### src/rtl/clk_div_prog.sv
// clk_div_prog: runtime-programmable integer clock divider.
// Divisor changes are queued and applied only on a period boundary.
module clk_div_prog #(
    parameter int unsigned WIDTH       = 8,
    parameter int unsigned DEFAULT_DIV = 4
) (
    input  logic             clk_in,
    input  logic             arst_n,
    input  logic [WIDTH-1:0] div_in,
    input  logic             div_valid,
    output logic             div_ready,
    output logic             div_err,
    output logic [WIDTH-1:0] div_cur,
    output logic             clk_out,
    output logic             rise_pulse,
    output logic             fall_pulse
);

    localparam logic [0:0] ST_RUN  = 1'b0;
    localparam logic [0:0] ST_PEND = 1'b1;

    localparam logic [WIDTH-1:0] ONE     = WIDTH'(1);
    localparam logic [WIDTH-1:0] TWO     = WIDTH'(2);
    localparam logic [WIDTH-1:0] DEF_DIV = WIDTH'(DEFAULT_DIV);
    localparam logic [WIDTH-1:0] DEF_CNT = WIDTH'(DEFAULT_DIV - 1);
    localparam logic [WIDTH:0]   ONE_X   = (WIDTH+1)'(1);

    logic [0:0]       st;
    logic [0:0]       st_nxt;
    logic [WIDTH-1:0] cnt;
    logic [WIDTH-1:0] cnt_nxt;
    logic [WIDTH-1:0] pend_val;
    logic             pend_vld;
    logic [WIDTH-1:0] div_nxt;
    logic [WIDTH:0]   h_nxt;
    logic             boundary;
    logic             accept;
    logic             legal;

    assign pend_vld  = (st == ST_PEND);
    assign div_ready = !pend_vld;
    assign boundary  = (cnt == div_cur - ONE);
    assign accept    = div_valid & div_ready;
    assign legal     = (div_in >= TWO);

    // Next counter position, divisor for the coming cycle and its high length
    always_comb begin
        cnt_nxt = cnt + ONE;
        div_nxt = div_cur;
        if (boundary) begin
            cnt_nxt = '0;
            if (pend_vld) begin
                div_nxt = pend_val;
            end
        end
        // One extra bit so that N = 2^WIDTH-1 rounds up without wrapping
        h_nxt = ({1'b0, div_nxt} + ONE_X) >> 1;
    end

    // Control FSM: RUN until a legal request is queued, PEND until the boundary
    always_comb begin
        st_nxt = st;
        unique case (1'b1)
            (st == ST_RUN): begin
                if (accept && legal) begin
                    st_nxt = ST_PEND;
                end
            end
            (st == ST_PEND): begin
                if (boundary) begin
                    st_nxt = ST_RUN;
                end
            end
            default: st_nxt = ST_RUN;
        endcase
    end

    // FSM state register
    always_ff @(posedge clk_in or negedge arst_n) begin
        if (!arst_n) begin
            st <= ST_RUN;
        end else begin
            st <= st_nxt;
        end
    end

    // Pending divisor captured on a legal accept
    always_ff @(posedge clk_in or negedge arst_n) begin
        if (!arst_n) begin
            pend_val <= DEF_DIV;
        end else if (accept && legal) begin
            pend_val <= div_in;
        end
    end

    // Illegal request flag, one cycle after the accept
    always_ff @(posedge clk_in or negedge arst_n) begin
        if (!arst_n) begin
            div_err <= 1'b0;
        end else begin
            div_err <= accept && !legal;
        end
    end

    // Period counter and divisor in effect
    always_ff @(posedge clk_in or negedge arst_n) begin
        if (!arst_n) begin
            cnt     <= DEF_CNT;
            div_cur <= DEF_DIV;
        end else begin
            cnt     <= cnt_nxt;
            div_cur <= div_nxt;
        end
    end

    // Registered divided clock and its edge strobes
    always_ff @(posedge clk_in or negedge arst_n) begin
        if (!arst_n) begin
            clk_out    <= 1'b0;
            rise_pulse <= 1'b0;
            fall_pulse <= 1'b0;
        end else begin
            clk_out    <= ({1'b0, cnt_nxt} < h_nxt);
            rise_pulse <= (cnt_nxt == '0);
            fall_pulse <= ({1'b0, cnt_nxt} == h_nxt);
        end
    end

endmodule

### config.mk
export PLATFORM = sky130hd
export DESIGN_NAME = clk_div_prog
export DESIGN_NICKNAME = d
export VERILOG_FILES = /design/src/rtl/clk_div_prog.sv
export SDC_FILE = /design/constraint.sdc
export NUM_CORES = 1
export LEC_CHECK = 0
export CORE_AREA = 2 2 83 85
export CTS_CLUSTER_DIAMETER = 50
export DETAILED_ROUTE_END_ITERATION = 16
export DIE_AREA = 0 0 85 87
export SLEW_MARGIN = 10
export SYNTH_ARGS = -nofsm -noshare
export SYNTH_HDL_FRONTEND = slang
export SYNTH_SLANG_ARGS = --single-unit
### constraint.sdc
create_clock -name clk_in -period 4.53 [get_ports clk_in]
set_clock_uncertainty 0.05 [all_clocks]
set_input_delay 0.906 -clock clk_in [delete_from_list [all_inputs] [get_ports clk_in]]
set_output_delay 0.906 -clock clk_in [all_outputs]
set_load 0.02 [all_outputs]
==> impl_metrics.yaml <==
synthesis:
  async_reset_ff_share_pct: 100
  synth.cell_area_mm2: 0.00194
  synth_top_cell_by_area: "dfrtp_1"
  yosysUniqueCellTypes: 40
  synth_most_common_cell: "dfrtp_1"
  synth_seq_area_share_pct: 37.7
  synthTopCellsByArea: "dfrtp_1, xnor2_1, ha_1"
  synth_nets: 208
  synth-edff-count: 0
  synth_top_area_share_pct: 32.3
  postSynthAreaPerCell_um2: 10.4
  ys.flop_type: "dfrtp_1"
  synthCells: 186
  ys_seq_elements: 29
  yosysWarnings: 0
  yosys-top-cells-count: "dfrtp_1, nand3_1, xnor2_1, nor2_1, xor2_1"
floorplan:
  die-area_mm2: 0.00740
  die_w_um: 85
  start_util_pct: 29.5
  core_mm2: 0.00657
  design.portCount: 24
  die_y_um: 87
  rows: 30
clocking:
  numCtsBuffers: 5
  clkTransAtPathRegs_ps: 60
  cts_tree: "built"
  h-tree-depth: 2
  cts_buffer_depth: 2
  clock_latency_ps: 270
  clock-sinks: 29
  ctsHoldBuffers: 0
  cts-root-buf: "clkbuf_8"
sta:
  grt_setup_unrepaired: "false"
  finalSetupViolCount: 0
  fin_tns_setup_ps: 0
  final-hold-violation-count: 0
  period_needed_ps: 4240
  period_share_pct: 93.6
  worst_pin_slew_ps: 374
  drv_slew: 0
  slew_headroom_pct: 75.1
  fmax_mhz: 236
global_routing:
  grt_usage_pct: 12.6
  grt_pass1_wl_mm: 7.39
  grt.overflow.total: 0
  antenna_found_initial: 0
  grt_max_degree: 30
  grt_pass1_vias: 1505
power_and_ir_drop:
  p_leak_nw: 1.02
  worst_ir_drop_vdd_v: 0.000130
  total_power_mw: 0.551
  power_density_mw_per_mm2: 227
critical_path:
  arrival_ps: 4370
  slowest_stage: "or4_4"
  end_kind: "flip-flop"
  cp_max_fo: 8
  path_buf_inv: 0
  critPathTopFamily: "simple AND/OR/NAND/NOR gates"
  path_cells: "or3_4 > o31a_1 > or4_4 > a2111oi_4 > nand2_4 > mux2_4 > ha_2 > nand2b_1 > a22oi_1 > and3b_1 > ha_1 > nor2b_1 > o21ai_1 > nand2b_1 > a21oi_1 > nor2_1 > a211oi_2"
  crit_required_ps: 4660
  ff2ff_setup_slack_ps: 290
  critPathKind: "flip-flop to flip-flop"
  cp_slowest_stage_delay_ps: 530
  cp-start-kind: "flip-flop"
  crit_path_frequent_cell: "nand2b_1"
route:
  viasPerCell: 4.88
  drt_iter0_drc: 77
  firstDrtPassIters: 5
  antenna_left: 0
  finalWirelength_mm: 4.24
  wl_per_cell_um: 14.2
  via_count: 1454
  drcViolationCount: 0
placement:
  gp_congestion: 0.773
  portBuffers: 23
  hpwl_mm: 3.25
  dp.cells: 288
worst_hold_path:
  hold_class: "flip-flop to flip-flop"
finish:
  area_delta_synth_final_pct: 25.6
  fin_nets: 239
  drive_gt1_share_pct: 22.0
  n_antenna_cell: 0
  fin_cells: 298
status:
  status: "finished, final reports clean"
flow_run:
  maxCapViolations: 0
-- stage by stage --
stage               hold WS (ps)  area [µm²]  worst slack (ps)  util (%)
finish                       528        2430               290      37.0
global route                 556        2430              17.2      37.0
CTS                          529        2400               131      36.6
detailed placement           515        2280               163      34.8
global placement             511        2280               284      34.8
floorplan                    452        1940              34.0         -
-- flip-flops by register name (all words and copies together), names as in the netlist --
| name | flops |
|---|---|
| fall_pulse | 1 |
| pend_vld | 1 |
| div_cur | 8 |
| rise_pulse | 1 |
| clk_out | 1 |
| pend_val | 8 |
| div_err | 1 |
| cnt | 8 |
-- final cells by class --
type / count / area, µm²
inverter: 6 / 22.5
multi-input combinational: 141 / 1150
tap: 80 / 100
timing repair buffer: 34 / 313
clock inverter: 1 / 30.0
fill: 648 / 4140
sequential: 29 / 732
clock buffer: 7 / 86.3
-- worst register-to-register path: stages, from the launching register on --
cell and delay [ps]:
dfrtp_2 400, or3_4 370, o31a_1 260, or4_4 530, a2111oi_4 440, nand2_4 110, mux2_4 320, ha_2 230
nand2b_1 150, a22oi_1 120, and3b_1 190, ha_1 280, nor2b_1 130, o21ai_1 110, nand2b_1 70, a21oi_1 140
nor2_1 60, a211oi_2 210
-- timing repair --
item	4_1_cts	5_1_grt
gates resized for setup	0	4
setup buffers	0	2
setup endpoints to repair	0	1
hold endpoints to repair	0	0
-- report_power, final --
| part | switching, mW | leakage [nW] | internal [mW] | total, mW |
|---|---|---|---|---|
| combinational | 0.00716 | 0.594 | 0.00851 | 0.0157 |
| sequential | 0 | 0.369 | 0.259 | 0.259 |
| clock | 0.0974 | 0.0585 | 0.179 | 0.277 |
| total | 0.105 | 1.02 | 0.447 | 0.551 |
-- metal layers --
layer	wire, µm	vias up	global-route usage [%]
met5	0	-	0
met4	31	0	3.75
met3	134	4	2.46
met2	1980	28	20.7
met1	2100	704	16.9
li1	-	718	-
-- cell families (layout without fill, tap and decap cells) --
| kind of cell | Yosys count | in the layout | share of synthesized area, % |
|---|---|---|---|
| simple gates | 65 | 65 | 18.3 |
| xor+xnor | 28 | 28 | 12.7 |
| compound gates | 16 | 16 | 6.85 |
| mux | 21 | 21 | 13.4 |
| buf+inv | 16 | 48 | 3.94 |
| flops | 29 | 29 | 37.7 |
| fa+ha+maj | 11 | 11 | 7.11 |
-- final timing paths --
kind                                         startpoint                 endpoint  cells past startpoint
worst max-delay path               div_cur[3]$_DFF_PN0_        clk_out$_DFF_PN0_                     17
worst min-delay path            pend_val[6]$_DFFE_PN0P_     div_cur[6]$_DFF_PN0_                      1
worst max register to register     div_cur[3]$_DFF_PN0_        clk_out$_DFF_PN0_                     17
worst min register to register  pend_val[6]$_DFFE_PN0P_     div_cur[6]$_DFF_PN0_                      1
max in group asynchronous                        arst_n         cnt[0]$_DFF_PN1_                      2
min in group asynchronous                        arst_n  pend_val[5]$_DFFE_PN0P_                      2
-- cells in the final DEF, fill, tap and decap left out, drive strengths merged --
cell type | netlist | layout
clkdlybuf4s50 | 0 | 23
a22oi | 1 | 1
or4 | 1 | 1
o31a | 2 | 2
inv | 6 | 6
nand4b | 2 | 2
bufinv | 0 | 1
nor3b | 2 | 2
mux2 | 18 | 18
ha | 11 | 11
and3 | 4 | 4
nor3 | 3 | 3
xor2 | 12 | 12
xnor2 | 16 | 16
a21o | 2 | 2
nor4b | 2 | 2
dfstp | 4 | 4
or3 | 2 | 2
o21bai | 2 | 2
o2111ai | 1 | 1
a21oi | 2 | 2
nor2b | 1 | 1
o211ai | 1 | 1
and3b | 1 | 1
a211oi | 1 | 1
nor4 | 3 | 3
buf | 3 | 11
nor2 | 14 | 14
nand2b | 3 | 3
nand3 | 16 | 16
nand4 | 3 | 3
a31oi | 1 | 1
clkbuf | 7 | 7
nand2 | 8 | 8
mux2i | 3 | 3
o21ai | 2 | 2
dfrtp | 25 | 25
a2111oi | 1 | 1
(Power assumes the default switching activity.)
==> variant (same flow settings) <==
Make the reset (`arst_n`) synchronous in 5 clocked blocks.
--- a/src/rtl/clk_div_prog.sv
+++ b/src/rtl/clk_div_prog.sv
@@ -77,5 +77,5 @@
 
     // FSM state register
-    always_ff @(posedge clk_in or negedge arst_n) begin
+    always_ff @(posedge clk_in) begin
         if (!arst_n) begin
             st <= ST_RUN;
@@ -86,5 +86,5 @@
 
     // Pending divisor captured on a legal accept
-    always_ff @(posedge clk_in or negedge arst_n) begin
+    always_ff @(posedge clk_in) begin
         if (!arst_n) begin
             pend_val <= DEF_DIV;
@@ -95,5 +95,5 @@
 
     // Illegal request flag, one cycle after the accept
-    always_ff @(posedge clk_in or negedge arst_n) begin
+    always_ff @(posedge clk_in) begin
         if (!arst_n) begin
             div_err <= 1'b0;
@@ -104,5 +104,5 @@
 
     // Period counter and divisor in effect
-    always_ff @(posedge clk_in or negedge arst_n) begin
+    always_ff @(posedge clk_in) begin
         if (!arst_n) begin
             cnt     <= DEF_CNT;
@@ -115,5 +115,5 @@
 
     // Registered divided clock and its edge strobes
-    always_ff @(posedge clk_in or negedge arst_n) begin
+    always_ff @(posedge clk_in) begin
         if (!arst_n) begin
             clk_out    <= 1'b0;
Check against the original RTL: differs if arst_n is asserted again (counterexample within 4 cycles, from zero or initial values and one cycle with arst_n low); with arst_n held inactive, the same outputs for 10 cycles.
==> variant against the original RTL <==
  * Final area shrank 6.5%
  * Wire length rose by 0.45%
  * Synthesized area is 2.0% lower
  * Global-route usage fell by 0.43 points
  * Sequential cell count unchanged
  * Setup slack better by 0.15 ns
  * Fmax is 3.7% higher
  * Critical endpoint is now clk_out
Power is not compared: it rests on default switching activity, and its combinational part moved more than twofold at a synthesized area within 25%.
==> variant: results (changes against the original RTL) <==
The highest net fanout along the worst path is 8 (unchanged), and the proportion of synthesized area in mux cells is 0.0936 (was 0.134). The xor and xnor fraction of the mapped netlist area came out at 0.120 (was 0.127). The CTS root buffer is clkbuf_8 (unchanged). The proportion of register bits with asynchronous set or reset after synthesis is 0 (was 1.00). The logs give 0.440 ns (was 0.290 ns) for the setup slack of the critical path after layout and 0.306 (was 0.377) for the sequential-to-total area share from yosys stat. The run gives 244 (was 208) as the number of nets produced by synthesis.

The cell type group with the largest total delay on the critical path is compound AO/OA/AOI/OAI gates (was simple AND/OR/NAND/NOR gates). Post-CTS setup-driven buffer insertion count: 0 (unchanged). Most used routing layer in global routing: met2 (unchanged).

For the overall via count from detail_route, the log shows 1,535 (was 1,454). The largest net degree at the start of global routing is 25 (was 30), and the post-synthesis compound-gate area fraction is 0.0784 (was 0.0685). The fraction of met2 tracks used by global routing was 0.192 (was 0.207); the post-detailed-route count of antenna-violating nets was 0 (unchanged). The arrival time at the worst endpoint is 4.25 ns (was 4.37 ns), and the number of port buffers is 23 (unchanged).

The detailed-placement wirelength estimate came out at 3260 µm (was 3250 µm). The tools report the global routing usage on met1 as 0.154 (was 0.169). The tools report the startpoint of the worst hold path as pend_val[4] (was pend_val[6]). The worst hold slack across all endpoints is 0.511 ns (was 0.528 ns), and the met3 global-route usage is 0.0341 (was 0.0246). Placer congestion estimate: 0.818 (was 0.773). The run gives 4 (was 5) as the number of search-and-repair iterations in the first detailed-routing pass. The count of routing violations after the opening detailed-route iteration was 84 (was 77).

The run gives 660 (was 648) as the total of fill cells in the finished design. The clock-pin slew on the worst setup and hold paths was 0.06 ns (about the same). The largest stage delay on the critical path works out to 0.46 ns (was 0.53 ns). The post-synthesis adder-cell area fraction was 0.0725 (was 0.0711).

For the number of cells upsized or downsized after cts, the log shows 0 (unchanged). The tools report the timing endpoint of the critical path as clk_out (unchanged). The depth of the worst register-to-register path works out to 18 (was 17).

The tools report the first-pass GRT wire length as 7010 µm (was 7390 µm). The worst slack after detailed placement came out at 0.430 ns (was 0.163 ns). Biggest area contributors in the synthesized netlist: dfxtp_1, mux2i_1, ha_1, xnor2_1, xor2_1 (was dfrtp_1, xnor2_1, ha_1, mux2_2, dfstp_2). The routed length per placed instance is 13.3 µm (was 14.2 µm). Commonest cells in the netlist: dfxtp_1, nor2_1, nand2_1, nor2b_1, nand3_1 (was dfrtp_1, nand3_1, xnor2_1). Share of layout cells above drive strength 1: 0.0705 (was 0.220). Beginning of the critical path: div_cur[0] (was div_cur[3]). The actual transition at the worst max-transition pin came out at 0.926 ns (was 0.374 ns). The tools report the final net count as 262 (was 239). The slowest stage cell on the critical path is dfxtp_1 (was or4_4). The run gives 1,434 (was 1,505) as the number of global-route vias before repair. The run finished with clean final reports.

The worst hold path endpoint was pend_val[4] (was div_cur[6]). Hold path depth: 2 (was 1). Total routing resource utilization after global routing: 0.122 (was 0.126). The most instantiated flip-flop cell in the synthesis netlist was dfxtp_1 (was dfrtp_1).
==> variant: cell types whose count changed after synthesis, sizes merged, moves of 4 or more <==
cell   unedited run  this run
and3              4         8
dfrtp            25         0
dfstp             4         0
dfxtp             0        29
mux2             18         3
mux2i             3        14
nand2             8        17
nor2             14        18
nor2b             1        17
o21a              0         4
o21ai             2         7
==> variant: per-layer routing <==
metal	vias to the layer above	share of wire	wire length, µm
met5	-	0	0
met2	20	0.46	1980
met1	713	0.48	2060
li1	797	-	-
met3	5	0.035	148
met4	0	0.018	76
==> variant: power by group through the flow <==
stage          Clock [mW]  Sequential [mW]  Combinational, mW
6_report            0.233            0.333              0.415
3_5_place_dp            0            0.339              0.418
4_1_cts             0.241            0.333              0.420
2_1_floorplan           0            0.332              0.312
3_3_place_gp            0            0.340              0.415
5_1_grt             0.250            0.338              0.468
==> variant: kinds of logic after synthesis <==
group | count (synthesis)
simple gates | 99
buf+inv | 18
flops | 29
compound gates | 22
fa+ha+maj | 11
xor+xnor | 26
mux | 17
==> variant: worst min-delay path: stages (launching register included) <==
cell and delay [ns]:
dfxtp_1 0.35, nand2b_1 0.09, a21boi_0 0.07
==> variant: final cells by class <==
cell class / instances / area (µm²) / share of cell area
Clock inverter: 1 / 5.00 / 0.00220
Tap cell: 80 / 100 / 0.0440
Sequential cell: 29 / 581 / 0.255
Inverter: 3 / 11.3 / 0.00495
Multi-Input combinational cell: 175 / 1230 / 0.540
Clock buffer: 7 / 96.3 / 0.0424
Timing Repair Buffer: 26 / 253 / 0.111
==> variant: per-stage QoR <==
step	cell area, µm²	std cells
floorplan	1900	222
global route	2270	321
global placement	2170	313
finish	2270	321
CTS	2270	321
detailed placement	2170	313
